<file path="src/rtl/id_ex_stage_if.sv">
// ID/EX stage bus: decoded ID-side fields in, registered EX-side fields plus stall/counters out.
//   master : ID-side driver (drives id_*, control, flush; observes stall and ex_*)
//   slave  : the ID/EX register itself
interface id_ex_stage_if #(
  parameter int unsigned DATA_W = 32,
  parameter int unsigned CNT_W  = 16
);
  localparam int unsigned REG_W   = 5;
  localparam int unsigned IMM_W   = 16;
  localparam int unsigned FUNCT_W = 6;
  localparam int unsigned OP_W    = 2;

  // ID side
  logic               id_valid;
  logic               RegDst, ALUSrc, MemtoReg, RegWrite, MemRead, MemWrite;
  logic               Branch, Jump, ExtendSel;
  logic [OP_W-1:0]    ALUOp;
  logic [DATA_W-1:0]  id_rs_data, id_rt_data, id_pc4;
  logic [REG_W-1:0]   id_rs, id_rt, id_rd;
  logic [IMM_W-1:0]   id_imm;
  logic [FUNCT_W-1:0] id_funct;
  logic               flush;

  // EX side
  logic               stall;
  logic               ex_valid;
  logic               ex_reg_dst, ex_alu_src, ex_mem_to_reg, ex_reg_write;
  logic               ex_mem_read, ex_mem_write, ex_branch, ex_jump;
  logic [OP_W-1:0]    ex_alu_op;
  logic [DATA_W-1:0]  ex_rs_data, ex_rt_data, ex_imm_ext, ex_pc4;
  logic [REG_W-1:0]   ex_rs, ex_rt, ex_write_reg;
  logic [FUNCT_W-1:0] ex_funct;
  logic [CNT_W-1:0]   stall_cnt, flush_cnt;

  modport master (
    output id_valid, RegDst, ALUSrc, MemtoReg, RegWrite, MemRead, MemWrite,
           Branch, Jump, ExtendSel, ALUOp, id_rs_data, id_rt_data, id_pc4,
           id_rs, id_rt, id_rd, id_imm, id_funct, flush,
    input  stall, ex_valid, ex_reg_dst, ex_alu_src, ex_mem_to_reg, ex_reg_write,
           ex_mem_read, ex_mem_write, ex_branch, ex_jump, ex_alu_op,
           ex_rs_data, ex_rt_data, ex_imm_ext, ex_pc4, ex_rs, ex_rt,
           ex_write_reg, ex_funct, stall_cnt, flush_cnt
  );

  modport slave (
    input  id_valid, RegDst, ALUSrc, MemtoReg, RegWrite, MemRead, MemWrite,
           Branch, Jump, ExtendSel, ALUOp, id_rs_data, id_rt_data, id_pc4,
           id_rs, id_rt, id_rd, id_imm, id_funct, flush,
    output stall, ex_valid, ex_reg_dst, ex_alu_src, ex_mem_to_reg, ex_reg_write,
           ex_mem_read, ex_mem_write, ex_branch, ex_jump, ex_alu_op,
           ex_rs_data, ex_rt_data, ex_imm_ext, ex_pc4, ex_rs, ex_rt,
           ex_write_reg, ex_funct, stall_cnt, flush_cnt
  );
endinterface

</file>
<file path="src/rtl/id_ex_stage.sv">
// ID/EX pipeline register with load-use hazard detection.
//   clk, rst : clock and synchronous active-high reset
//   bus      : id_ex_stage_if.slave -- decoded ID fields in; registered EX fields,
//              combinational stall, and saturating stall/flush event counters out
module id_ex_stage #(
  parameter int unsigned DATA_W = 32,
  parameter int unsigned CNT_W  = 16
) (
  input  logic          clk,
  input  logic          rst,
  id_ex_stage_if.slave  bus
);
  localparam int unsigned IMM_W = 16;
  localparam int unsigned OP_W  = 2;
  localparam logic [CNT_W-1:0] CNT_MAX = '1;

  logic uses_rs, uses_rt, hazard, stall_c, bubble;
  logic [DATA_W-1:0] imm_ext;

  // Which source registers the ID instruction actually reads
  assign uses_rs = bus.id_valid & ~bus.Jump;
  assign uses_rt = bus.id_valid & (bus.RegDst | bus.MemWrite | (bus.Branch & ~bus.Jump));

  // Load in EX whose destination feeds the ID instruction; $zero never stalls
  assign hazard = bus.ex_valid & bus.ex_mem_read & (bus.ex_rt != '0)
                & ((uses_rs & (bus.id_rs == bus.ex_rt)) | (uses_rt & (bus.id_rt == bus.ex_rt)));

  // A flush squashes the dependent instruction anyway, so there is nothing to wait for
  assign stall_c   = hazard & ~bus.flush & ~rst;
  assign bus.stall = stall_c;
  assign bubble    = bus.flush | hazard;

  assign imm_ext = bus.ExtendSel ? {{(DATA_W-IMM_W){bus.id_imm[IMM_W-1]}}, bus.id_imm}
                                 : {{(DATA_W-IMM_W){1'b0}}, bus.id_imm};

  // Control/valid: bubbles clear them, invalid ID slots gate them so undecoded X never leaks
  always_ff @(posedge clk) begin
    if (rst) begin
      bus.ex_valid      <= 1'b0;
      bus.ex_reg_dst    <= 1'b0;
      bus.ex_alu_src    <= 1'b0;
      bus.ex_mem_to_reg <= 1'b0;
      bus.ex_reg_write  <= 1'b0;
      bus.ex_mem_read   <= 1'b0;
      bus.ex_mem_write  <= 1'b0;
      bus.ex_branch     <= 1'b0;
      bus.ex_jump       <= 1'b0;
      bus.ex_alu_op     <= '0;
    end else if (bubble) begin
      bus.ex_valid      <= 1'b0;
      bus.ex_reg_dst    <= 1'b0;
      bus.ex_alu_src    <= 1'b0;
      bus.ex_mem_to_reg <= 1'b0;
      bus.ex_reg_write  <= 1'b0;
      bus.ex_mem_read   <= 1'b0;
      bus.ex_mem_write  <= 1'b0;
      bus.ex_branch     <= 1'b0;
      bus.ex_jump       <= 1'b0;
      bus.ex_alu_op     <= '0;
    end else if (bus.id_valid) begin
      bus.ex_valid      <= 1'b1;
      bus.ex_reg_dst    <= bus.RegDst;
      bus.ex_alu_src    <= bus.ALUSrc;
      bus.ex_mem_to_reg <= bus.MemtoReg;
      bus.ex_reg_write  <= bus.RegWrite;
      bus.ex_mem_read   <= bus.MemRead;
      bus.ex_mem_write  <= bus.MemWrite;
      bus.ex_branch     <= bus.Branch;
      bus.ex_jump       <= bus.Jump;
      bus.ex_alu_op     <= bus.ALUOp;
    end else begin
      bus.ex_valid      <= 1'b0;
      bus.ex_reg_dst    <= 1'b0;
      bus.ex_alu_src    <= 1'b0;
      bus.ex_mem_to_reg <= 1'b0;
      bus.ex_reg_write  <= 1'b0;
      bus.ex_mem_read   <= 1'b0;
      bus.ex_mem_write  <= 1'b0;
      bus.ex_branch     <= 1'b0;
      bus.ex_jump       <= 1'b0;
      bus.ex_alu_op     <= OP_W'(0);
    end
  end

  // Data fields: held across bubbles, copied on every load
  always_ff @(posedge clk) begin
    if (rst) begin
      bus.ex_rs_data   <= '0;
      bus.ex_rt_data   <= '0;
      bus.ex_imm_ext   <= '0;
      bus.ex_pc4       <= '0;
      bus.ex_rs        <= '0;
      bus.ex_rt        <= '0;
      bus.ex_write_reg <= '0;
      bus.ex_funct     <= '0;
    end else if (!bubble) begin
      bus.ex_rs_data   <= bus.id_rs_data;
      bus.ex_rt_data   <= bus.id_rt_data;
      bus.ex_imm_ext   <= imm_ext;
      bus.ex_pc4       <= bus.id_pc4;
      bus.ex_rs        <= bus.id_rs;
      bus.ex_rt        <= bus.id_rt;
      bus.ex_write_reg <= bus.RegDst ? bus.id_rd : bus.id_rt;
      bus.ex_funct     <= bus.id_funct;
    end
  end

  // Saturating event counters
  always_ff @(posedge clk) begin
    if (rst) begin
      bus.stall_cnt <= '0;
      bus.flush_cnt <= '0;
    end else begin
      if (stall_c && (bus.stall_cnt != CNT_MAX)) bus.stall_cnt <= bus.stall_cnt + CNT_W'(1);
      if (bus.flush && (bus.flush_cnt != CNT_MAX)) bus.flush_cnt <= bus.flush_cnt + CNT_W'(1);
    end
  end
endmodule

</file>
<file path="src/flat_wrapper.sv">
// flat-port wrapper written by rule: the top's interface ports become plain ports
module id_ex_stage_flat 
#(
  parameter int unsigned DATA_W = 32,
  parameter int unsigned CNT_W  = 16
)
  (clk, rst, bus_id_valid, bus_RegDst, bus_ALUSrc, bus_MemtoReg, bus_RegWrite, bus_MemRead, bus_MemWrite, bus_Branch, bus_Jump, bus_ExtendSel, bus_ALUOp, bus_id_rs_data, bus_id_rt_data, bus_id_pc4, bus_id_rs, bus_id_rt, bus_id_rd, bus_id_imm, bus_id_funct, bus_flush, bus_stall, bus_ex_valid, bus_ex_reg_dst, bus_ex_alu_src, bus_ex_mem_to_reg, bus_ex_reg_write, bus_ex_mem_read, bus_ex_mem_write, bus_ex_branch, bus_ex_jump, bus_ex_alu_op, bus_ex_rs_data, bus_ex_rt_data, bus_ex_imm_ext, bus_ex_pc4, bus_ex_rs, bus_ex_rt, bus_ex_write_reg, bus_ex_funct, bus_stall_cnt, bus_flush_cnt);
  id_ex_stage_if #(.DATA_W(DATA_W), .CNT_W(CNT_W)) bus_i ();
  input  logic clk;
  input  logic rst;
  input wire logic [$bits(bus_i.id_valid)-1:0] bus_id_valid;
  input wire logic [$bits(bus_i.RegDst)-1:0] bus_RegDst;
  input wire logic [$bits(bus_i.ALUSrc)-1:0] bus_ALUSrc;
  input wire logic [$bits(bus_i.MemtoReg)-1:0] bus_MemtoReg;
  input wire logic [$bits(bus_i.RegWrite)-1:0] bus_RegWrite;
  input wire logic [$bits(bus_i.MemRead)-1:0] bus_MemRead;
  input wire logic [$bits(bus_i.MemWrite)-1:0] bus_MemWrite;
  input wire logic [$bits(bus_i.Branch)-1:0] bus_Branch;
  input wire logic [$bits(bus_i.Jump)-1:0] bus_Jump;
  input wire logic [$bits(bus_i.ExtendSel)-1:0] bus_ExtendSel;
  input wire logic [$bits(bus_i.ALUOp)-1:0] bus_ALUOp;
  input wire logic [$bits(bus_i.id_rs_data)-1:0] bus_id_rs_data;
  input wire logic [$bits(bus_i.id_rt_data)-1:0] bus_id_rt_data;
  input wire logic [$bits(bus_i.id_pc4)-1:0] bus_id_pc4;
  input wire logic [$bits(bus_i.id_rs)-1:0] bus_id_rs;
  input wire logic [$bits(bus_i.id_rt)-1:0] bus_id_rt;
  input wire logic [$bits(bus_i.id_rd)-1:0] bus_id_rd;
  input wire logic [$bits(bus_i.id_imm)-1:0] bus_id_imm;
  input wire logic [$bits(bus_i.id_funct)-1:0] bus_id_funct;
  input wire logic [$bits(bus_i.flush)-1:0] bus_flush;
  output wire logic [$bits(bus_i.stall)-1:0] bus_stall;
  output wire logic [$bits(bus_i.ex_valid)-1:0] bus_ex_valid;
  output wire logic [$bits(bus_i.ex_reg_dst)-1:0] bus_ex_reg_dst;
  output wire logic [$bits(bus_i.ex_alu_src)-1:0] bus_ex_alu_src;
  output wire logic [$bits(bus_i.ex_mem_to_reg)-1:0] bus_ex_mem_to_reg;
  output wire logic [$bits(bus_i.ex_reg_write)-1:0] bus_ex_reg_write;
  output wire logic [$bits(bus_i.ex_mem_read)-1:0] bus_ex_mem_read;
  output wire logic [$bits(bus_i.ex_mem_write)-1:0] bus_ex_mem_write;
  output wire logic [$bits(bus_i.ex_branch)-1:0] bus_ex_branch;
  output wire logic [$bits(bus_i.ex_jump)-1:0] bus_ex_jump;
  output wire logic [$bits(bus_i.ex_alu_op)-1:0] bus_ex_alu_op;
  output wire logic [$bits(bus_i.ex_rs_data)-1:0] bus_ex_rs_data;
  output wire logic [$bits(bus_i.ex_rt_data)-1:0] bus_ex_rt_data;
  output wire logic [$bits(bus_i.ex_imm_ext)-1:0] bus_ex_imm_ext;
  output wire logic [$bits(bus_i.ex_pc4)-1:0] bus_ex_pc4;
  output wire logic [$bits(bus_i.ex_rs)-1:0] bus_ex_rs;
  output wire logic [$bits(bus_i.ex_rt)-1:0] bus_ex_rt;
  output wire logic [$bits(bus_i.ex_write_reg)-1:0] bus_ex_write_reg;
  output wire logic [$bits(bus_i.ex_funct)-1:0] bus_ex_funct;
  output wire logic [$bits(bus_i.stall_cnt)-1:0] bus_stall_cnt;
  output wire logic [$bits(bus_i.flush_cnt)-1:0] bus_flush_cnt;
  assign bus_i.id_valid = bus_id_valid;
  assign bus_i.RegDst = bus_RegDst;
  assign bus_i.ALUSrc = bus_ALUSrc;
  assign bus_i.MemtoReg = bus_MemtoReg;
  assign bus_i.RegWrite = bus_RegWrite;
  assign bus_i.MemRead = bus_MemRead;
  assign bus_i.MemWrite = bus_MemWrite;
  assign bus_i.Branch = bus_Branch;
  assign bus_i.Jump = bus_Jump;
  assign bus_i.ExtendSel = bus_ExtendSel;
  assign bus_i.ALUOp = bus_ALUOp;
  assign bus_i.id_rs_data = bus_id_rs_data;
  assign bus_i.id_rt_data = bus_id_rt_data;
  assign bus_i.id_pc4 = bus_id_pc4;
  assign bus_i.id_rs = bus_id_rs;
  assign bus_i.id_rt = bus_id_rt;
  assign bus_i.id_rd = bus_id_rd;
  assign bus_i.id_imm = bus_id_imm;
  assign bus_i.id_funct = bus_id_funct;
  assign bus_i.flush = bus_flush;
  assign bus_stall = bus_i.stall;
  assign bus_ex_valid = bus_i.ex_valid;
  assign bus_ex_reg_dst = bus_i.ex_reg_dst;
  assign bus_ex_alu_src = bus_i.ex_alu_src;
  assign bus_ex_mem_to_reg = bus_i.ex_mem_to_reg;
  assign bus_ex_reg_write = bus_i.ex_reg_write;
  assign bus_ex_mem_read = bus_i.ex_mem_read;
  assign bus_ex_mem_write = bus_i.ex_mem_write;
  assign bus_ex_branch = bus_i.ex_branch;
  assign bus_ex_jump = bus_i.ex_jump;
  assign bus_ex_alu_op = bus_i.ex_alu_op;
  assign bus_ex_rs_data = bus_i.ex_rs_data;
  assign bus_ex_rt_data = bus_i.ex_rt_data;
  assign bus_ex_imm_ext = bus_i.ex_imm_ext;
  assign bus_ex_pc4 = bus_i.ex_pc4;
  assign bus_ex_rs = bus_i.ex_rs;
  assign bus_ex_rt = bus_i.ex_rt;
  assign bus_ex_write_reg = bus_i.ex_write_reg;
  assign bus_ex_funct = bus_i.ex_funct;
  assign bus_stall_cnt = bus_i.stall_cnt;
  assign bus_flush_cnt = bus_i.flush_cnt;
  id_ex_stage #(.DATA_W(DATA_W), .CNT_W(CNT_W)) u_core (.clk(clk), .rst(rst), .bus(bus_i));
endmodule
</file>
<file path="config.mk">
export PLATFORM = sky130hd
export DESIGN_NAME = id_ex_stage_flat
export DESIGN_NICKNAME = d
export VERILOG_FILES = /design/src/rtl/id_ex_stage_if.sv /design/src/rtl/id_ex_stage.sv /design/src/flat_wrapper.sv
export SDC_FILE = /design/constraint.sdc
export NUM_CORES = 1
export LEC_CHECK = 0
export ABC_AREA = 1
export ABC_CLOCK_PERIOD_IN_PS = 1500
export CORE_UTILIZATION = 35
export DETAILED_ROUTE_END_ITERATION = 6
export DONT_BUFFER_PORTS = 1
export GPL_TIMING_DRIVEN = 0
export PLACE_DENSITY = 0.57
export SLEW_MARGIN = 20
export SYNTH_ARGS = -nofsm -noshare
export SYNTH_HDL_FRONTEND = slang
export SYNTH_SLANG_ARGS = --single-unit
</file>
<file path="constraint.sdc">
create_clock -name clk -period 1.5 [get_ports clk]
set_input_delay 0.3 -clock clk [delete_from_list [all_inputs] [get_ports clk]]
set_output_delay 0.3 -clock clk [all_outputs]
set_load 0.03 [all_outputs]
</file>
==> results.py, run 1 <==
metrics = {
    "logic_synthesis": {
        "syn_inst": 982,
        "yosysWarnings": 0,
        "synth_most_common_cell": "nor2_1",
        "synth_edf_count": 0,
        "synth.area.top_cells": "dfxtp_1, nor2_1, o21ai_0, nor2_2, nand2_1",
        "synth_area_mm2": 0.00733,
        "ys_types": 28,
        "netlist_top_cells_count": "nor2_1, dfxtp_1, o21ai_0",
        "ys_seq_elements": 177,
        "yosys.area.top_type": "dfxtp_1",
        "async_reset_ff_share_pct": 0,
        "syn_nets": 1132,
        "ys_seq_area_share_pct": 48.3,
        "synth_top_area_share_pct": 48.3,
        "synth-main-ff-cell": "dfxtp_1",
        "postSynthAreaPerCell_um2": 7.47,
    },
    "worst_setup_path": {
        "startpoint_type": "flip-flop",
        "reg2reg_slack_ns": -0.45,
        "path_class": "reg -> out",
        "r2r_cells": 14,
        "r2r_end": "u_core.bus.ex_rt_data[14]",
        "r2r-start": "u_core.bus.ex_rt[2]",
        "crit_required_ns": 1.20,
        "critical_path_arrival_ns": 1.68,
        "cp-end-kind": "output port",
        "crit_fanout": 5,
    },
    "drt": {
        "ant_nets": 0,
        "route.detailed.drc": 0,
        "firstDrtPassIters": 4,
        "wl_per_cell_um": 18.5,
        "viasPerCell": 4.98,
        "routed_wl_um": 25000,
        "drtIter0Drc": 224,
        "vias": 6719,
    },
    "cells_and_area": {
        "final_nets": 1218,
        "final_util_pct": 53.0,
        "drive_above_1_share_pct": 39.8,
        "top_regs": "u_core.bus.ex_pc4 x32, u_core.bus.ex_rs_data x32, u_core.bus.ex_rt_data x32",
        "areaGrowthSynthToFinish_pct": 47.0,
        "stdcell_count": 1349,
        "n_antenna_cell": 0,
        "design_area_mm2": 0.0108,
    },
    "grt": {
        "grtUsageTotal_pct": 21.1,
        "grt_first_pass_wirelength_um": 35100,
        "overflow": 0,
        "grt_max_degree": 18,
        "antenna_found_initial": 0,
        "grt_pass1_vias": 6262,
    },
    "run_status": {
        "violations": "setup timing",
        "status": "complete, but fails checks",
    },
    "timing": {
        "setup_viol": 172,
        "maxSlewViolCount": 0,
        "fin_crit_sh_pct": 132,
        "relSlewSlack_pct": 49.8,
        "period_needed_ns": 1.98,
        "max_freq_mhz": 504,
        "whs_ns": 0.00202,
        "tightest_slew_ns": 0.750,
        "timing_hold_violations_final": 0,
        "fin_tns_setup_ns": -56.82,
        "fin_worst_skew_ns": 0.0165,
        "final.setup.worst_slack_ns": -0.484,
        "rsz0062_at_grt": "yes",
    },
    "floorplanning": {
        "core_mm2": 0.0204,
        "rows": 52,
        "die_y_um": 147,
        "dieArea_mm2": 0.0215,
        "start_util_pct": 36.0,
        "io_pins": 341,
        "die_x_um": 147,
    },
    "cts": {
        "tritoncts": "yes",
        "cts_root_buf": "clkbuf_16",
        "cts_sinks": 177,
        "clock_latency_ns": 0.43,
        "cts_htree_levels": 4,
        "clk_pin_slew_ns": 0.07,
        "tritoncts.num_buffers": 17,
        "cts.path.max_buffers": 2,
    },
    "power": {
        "seq_power_share_pct": 50.1,
        "p_clk_share_pct": 37.2,
        "p_total_mw": 11.5,
        "internal_power_mw": 7.87,
        "ir_drop_mv": 0.728,
        "p_leak_nw": 4.23,
        "switching_share_pct": 31.5,
        "power_switching_mw": 3.62,
        "combPwrFrac_pct": 12.7,
        "power_density_mw_per_mm2": 1070,
    },
    "placement": {
        "io_buffers": 0,
        "dpl.hpwl_um": 16400,
        "pre_cts_ws_ns": -1.06,
        "dp_cells": 1252,
        "place_area_mm2": 0.00777,
        "globalplace.congestion": 0.875,
    },
    "hold_path": {
        "hp-class": "in -> reg",
        "worstHoldEndpoint": "u_core.bus.ex_pc4[23]",
        "worstHoldStart": "bus_id_pc4[23]",
        "min_path_cells": 2,
    },
    "job": {
        "maxCapViolCount": 0,
    },
}
==> cell usage in the layout (no fill, tap or decap), types with 6 or more instances in the layout <==
cell type,Yosys,routed
buf_4,20,29
nand4_1,13,13
dfxtp_1,177,137
clkbuf_1,19,15
nor2_2,70,38
nor2_1,270,186
nor3_1,9,8
inv_1,56,52
nand2_4,2,6
o21ai_2,0,33
nor2_4,0,116
nand3_1,17,11
o21ai_1,23,65
clkbuf_16,0,32
dlygate4sd3_1,0,10
a21oi_1,15,10
dfxtp_4,0,30
dfxtp_2,0,10
buf_8,9,10
o21ai_0,125,47
nand2_1,114,84
buf_6,2,28
nand2_2,0,25
buf_12,0,15
xor2_1,7,7
inv_2,7,6
==> per-layer routing <==
layer / GRT usage, % / up-vias / wire length, um
li1: - / 3288 / -
met2: 36.8 / 264 / 12600
met5: 0 / - / 0
met4: 6.04 / 0 / 433
met1: 24.1 / 3134 / 9790
met3: 7.30 / 33 / 2130
==> cells by family after synthesis <==
kind of cell             count (synthesis)  share of synthesized area [%]
AO/OA/AOI/OAI                          165                           11.3
flip-flops                             177                           48.3
buffers and inverters                  129                           9.50
AND/OR/NAND/NOR                        502                           29.7
XOR/XNOR                                 7                          0.836
adder cells (fa/ha/maj)                  2                          0.341
==> critical path: stages, from the launching register on <==
cell and delay [ns]:
dfxtp_4 0.44, inv_2 0.07, nand2_1 0.06, nand2_1 0.06, nor2_2 0.11, nand3_2 0.10, nand2_4 0.11, nand2_8 0.06
nor2_4 0.24
==> cell type report <==
cell class | instances | area, um2
Clock buffer | 18 | 450
Timing Repair inverter | 2 | 28.8
Fill cell | 1901 | 9580
Multi-Input combinational cell | 676 | 4280
Sequential cell | 177 | 3670
Tap cell | 270 | 338
Inverter | 64 | 270
Timing Repair Buffer | 70 | 1040
Clock inverter | 12 | 98.8
Buffer | 60 | 609
==> power by group through the flow <==
stage          clock [mW]  combinational [mW]  sequential, mW
2_1_floorplan           0               0.664            5.73
3_3_place_gp            0               0.822            5.81
3_5_place_dp            0               0.839            5.81
4_1_cts              4.39                1.02            5.69
5_1_grt              4.58                1.60            5.78
6_report             4.28                1.46            5.75
==> how the worst max path moves through the flow <==
stage | startpoint | endpoint | slack (ns) | depth (start not counted)
final | u_core.bus.ex_rt[2] | bus_stall | -0.48 | 8
after global routing | u_core.bus.ex_rt[3] | bus_stall | -0.56 | 8
after CTS | u_core.bus.ex_rt[0] | bus_stall | -0.53 | 8
after detailed placement | rst | u_core.bus.ex_rs_data[0] | -1.06 | 6
after global placement | rst | u_core.bus.ex_rs_data[0] | -1.07 | 6
after floorplan | u_core.bus.stall_cnt[1] | u_core.bus.stall_cnt[14] | -0.08 | 9
==> repair_timing <==
item	CTS	global route
pin swaps	20	69
cloned	10	16
setup buffers	21	20
hold buffers	8	2
gates resized for setup	148	378
endpoints found under the setup margin	193	178
endpoints found under the hold margin	8	2
No activity file was read; power rests on OpenSTA's default activity.
==> run 2: changes to the inputs <==
--- a/config.mk
+++ b/config.mk
@@ -12,6 +12,7 @@
 export DONT_BUFFER_PORTS = 1
 export GPL_TIMING_DRIVEN = 0
 export PLACE_DENSITY = 0.57
+export REMOVE_ABC_BUFFERS = 1
 export SLEW_MARGIN = 20
 export SYNTH_ARGS = -nofsm -noshare
 export SYNTH_HDL_FRONTEND = slang
==> run 2 against run 1 <==
Compared with the run above:
- the flow still finishes with violations (setup timing)
- clock skew is 0.0045 ns lower
- worst hold slack better by 0.011 ns
- non-clock buffer count is 51 lower
- count of clock-buffer cells in the layout is 1 lower
- register-to-register slack worse by 0.06 ns
- die area stayed put
- final area is 1.3% lower
- first-iteration DRC count is 3.6% higher
- utilization is 0.71 points lower
- global-route usage is 1.5 points higher
- clock power is 5.4% higher
- sequential share of layout area is 0.21 points higher
- critical path type is now reg -> reg
- largest power group unchanged
==> results.py, run 2 (same netlist as run 1, synthesis figures left out) <==
metrics = {
    "cts": {
        "cts.path.max_buffers": 2,
        "cts_htree_levels": 4,
        "tritoncts": "yes",
        "cts_root_buf": "clkbuf_16",
        "clk_pin_slew_ns": 0.08,
        "clock_latency_ns": 0.42,
        "cts_sinks": 177,
        "tritoncts.num_buffers": 17,
    },
    "worst_setup_path": {
        "crit_chain": "inv_2, nand2_1, nand2_1, nor2_1, nand3_1, nand2_4, nand2_8, buf_6, nand2_8, inv_16, buf_12, buf_8, buf_16, nor2_4, nor2_2",
        "startpoint_type": "flip-flop",
        "crit_fanout": 5,
        "cpMaxStageDelayCell": "dfxtp_4",
        "crit_family": "simple AND/OR/NAND/NOR gates",
        "critical_path_arrival_ns": 2.32,
        "worst-path-buf-inv": 6,
        "critPathMaxStageDelay_ns": 0.44,
        "crit_required_ns": 1.82,
        "path_class": "reg -> reg",
        "cp-end-kind": "flip-flop",
    },
    "power": {
        "p_leak_nw": 4.18,
        "ir_drop_mv": 0.655,
        "power_density_mw_per_mm2": 1100,
        "p_total_mw": 11.7,
    },
    "cells_and_area": {
        "top_regs": "u_core.bus.ex_pc4 x32, u_core.bus.ex_rs_data x32, u_core.bus.ex_rt_data x32",
        "fillCellCount": 1839,
        "final_common_cell": "nor2_1",
        "register_area_mm2": 0.00364,
        "final_util_pct": 52.2,
        "areaGrowthSynthToFinish_pct": 45.1,
        "final_nets": 1179,
        "multi_input_area_mm2": 0.00445,
        "layout_common_cells": "nor2_1, dfxtp_1, nor2_4",
        "drive_above_1_share_pct": 36.5,
    },
    "floorplanning": {
        "rows": 52,
        "io_pins": 341,
        "start_util_pct": 36.0,
        "core_mm2": 0.0204,
        "dieArea_mm2": 0.0215,
        "die_y_um": 147,
        "die_x_um": 147,
    },
    "drt": {
        "routed_wl_um": 25100,
        "wl_per_cell_um": 19.1,
        "route.detailed.drc": 0,
        "viasPerCell": 5.06,
        "vias": 6640,
        "ant_nets": 0,
        "firstDrtPassIters": 5,
        "drtIter0Drc": 232,
    },
    "grt": {
        "grt_max_degree": 81,
        "grt_pass1_vias": 6258,
        "grtUsageTotal_pct": 22.5,
        "overflow": 0,
        "antenna_found_initial": 1,
        "grt_first_pass_wirelength_um": 36900,
    },
    "timing": {
        "setup_viol": 194,
        "max_freq_mhz": 499,
        "tightest_slew_ns": 0.803,
        "period_needed_ns": 2.01,
        "fin_crit_sh_pct": 134,
        "maxSlewViolCount": 0,
        "fin_worst_skew_ns": 0.0120,
        "relSlewSlack_pct": 46.4,
        "timing_hold_violations_final": 0,
        "fin_tns_setup_ns": -67.18,
        "rsz0062_at_grt": "yes",
        "final.setup.worst_slack_ns": -0.506,
    },
    "hold_path": {
        "hp-class": "in -> reg",
    },
    "placement": {
        "globalplace.congestion": 0.809,
        "io_buffers": 0,
        "dpl.hpwl_um": 12900,
    },
    "job": {
        "maxCapViolCount": 0,
    },
    "run_status": {
        "status": "complete, but fails checks",
        "violations": "setup timing",
    },
}
==> run 2: worst paths after layout <==
check,startpoint,endpoint,depth (start not counted),slack (ns)
min,bus_id_rt_data[23],u_core.bus.ex_rt_data[23],2,0.01
max,u_core.bus.ex_rt[2],u_core.bus.ex_imm_ext[11],15,-0.51
min reg2reg,u_core.bus.flush_cnt[15],u_core.bus.flush_cnt[15],2,0.55
max reg2reg,u_core.bus.ex_rt[2],u_core.bus.ex_imm_ext[11],15,-0.51
==> run 2: per-stage QoR <==
stage               std cells  area, um2  hold slack, ns  setup WS, ns
floorplan                 917       6880           0.369         -2.30
global route             1312      10600         0.00472        -0.621
finish                   1312      10600          0.0128        -0.506
detailed placement       1190       7310           0.367         -1.45
CTS                      1301      10000         0.00414        -0.521
global placement         1187       7220           0.371         -3.13
==> run 2: routing by layer <==
metal,up-vias,wire [um],global-route usage [%]
met5,-,0,0
met2,294,12300,38.1
li1,3230,-,-
met1,3082,10200,26.7
met3,34,2170,7.83
met4,0,510,7.08
==> run 2: final cells by class <==
type,count,area share (%)
antenna,1,0.0235
clock buffer,17,4.00
clock inverter,14,1.58
inverter,64,2.60
multi-input combinational,684,41.8
sequential,177,34.2
tap,270,3.18
timing repair buffer,79,11.6
timing repair inverter,6,0.988
==> run 2: report_power, final <==
group	leakage, nW	switching (mW)	internal, mW
registers	1.49	0.849	4.94
clock network	0.281	2.14	2.38
logic	2.41	0.752	0.647
==> run 2: what timing repair did <==
action	CTS	global route
setup buffers	33	11
hold endpoints to repair	22	0
cloned	31	2
endpoints found under the setup margin	194	194
hold buffers	16	0
resized for setup	320	151
pin swaps	80	49
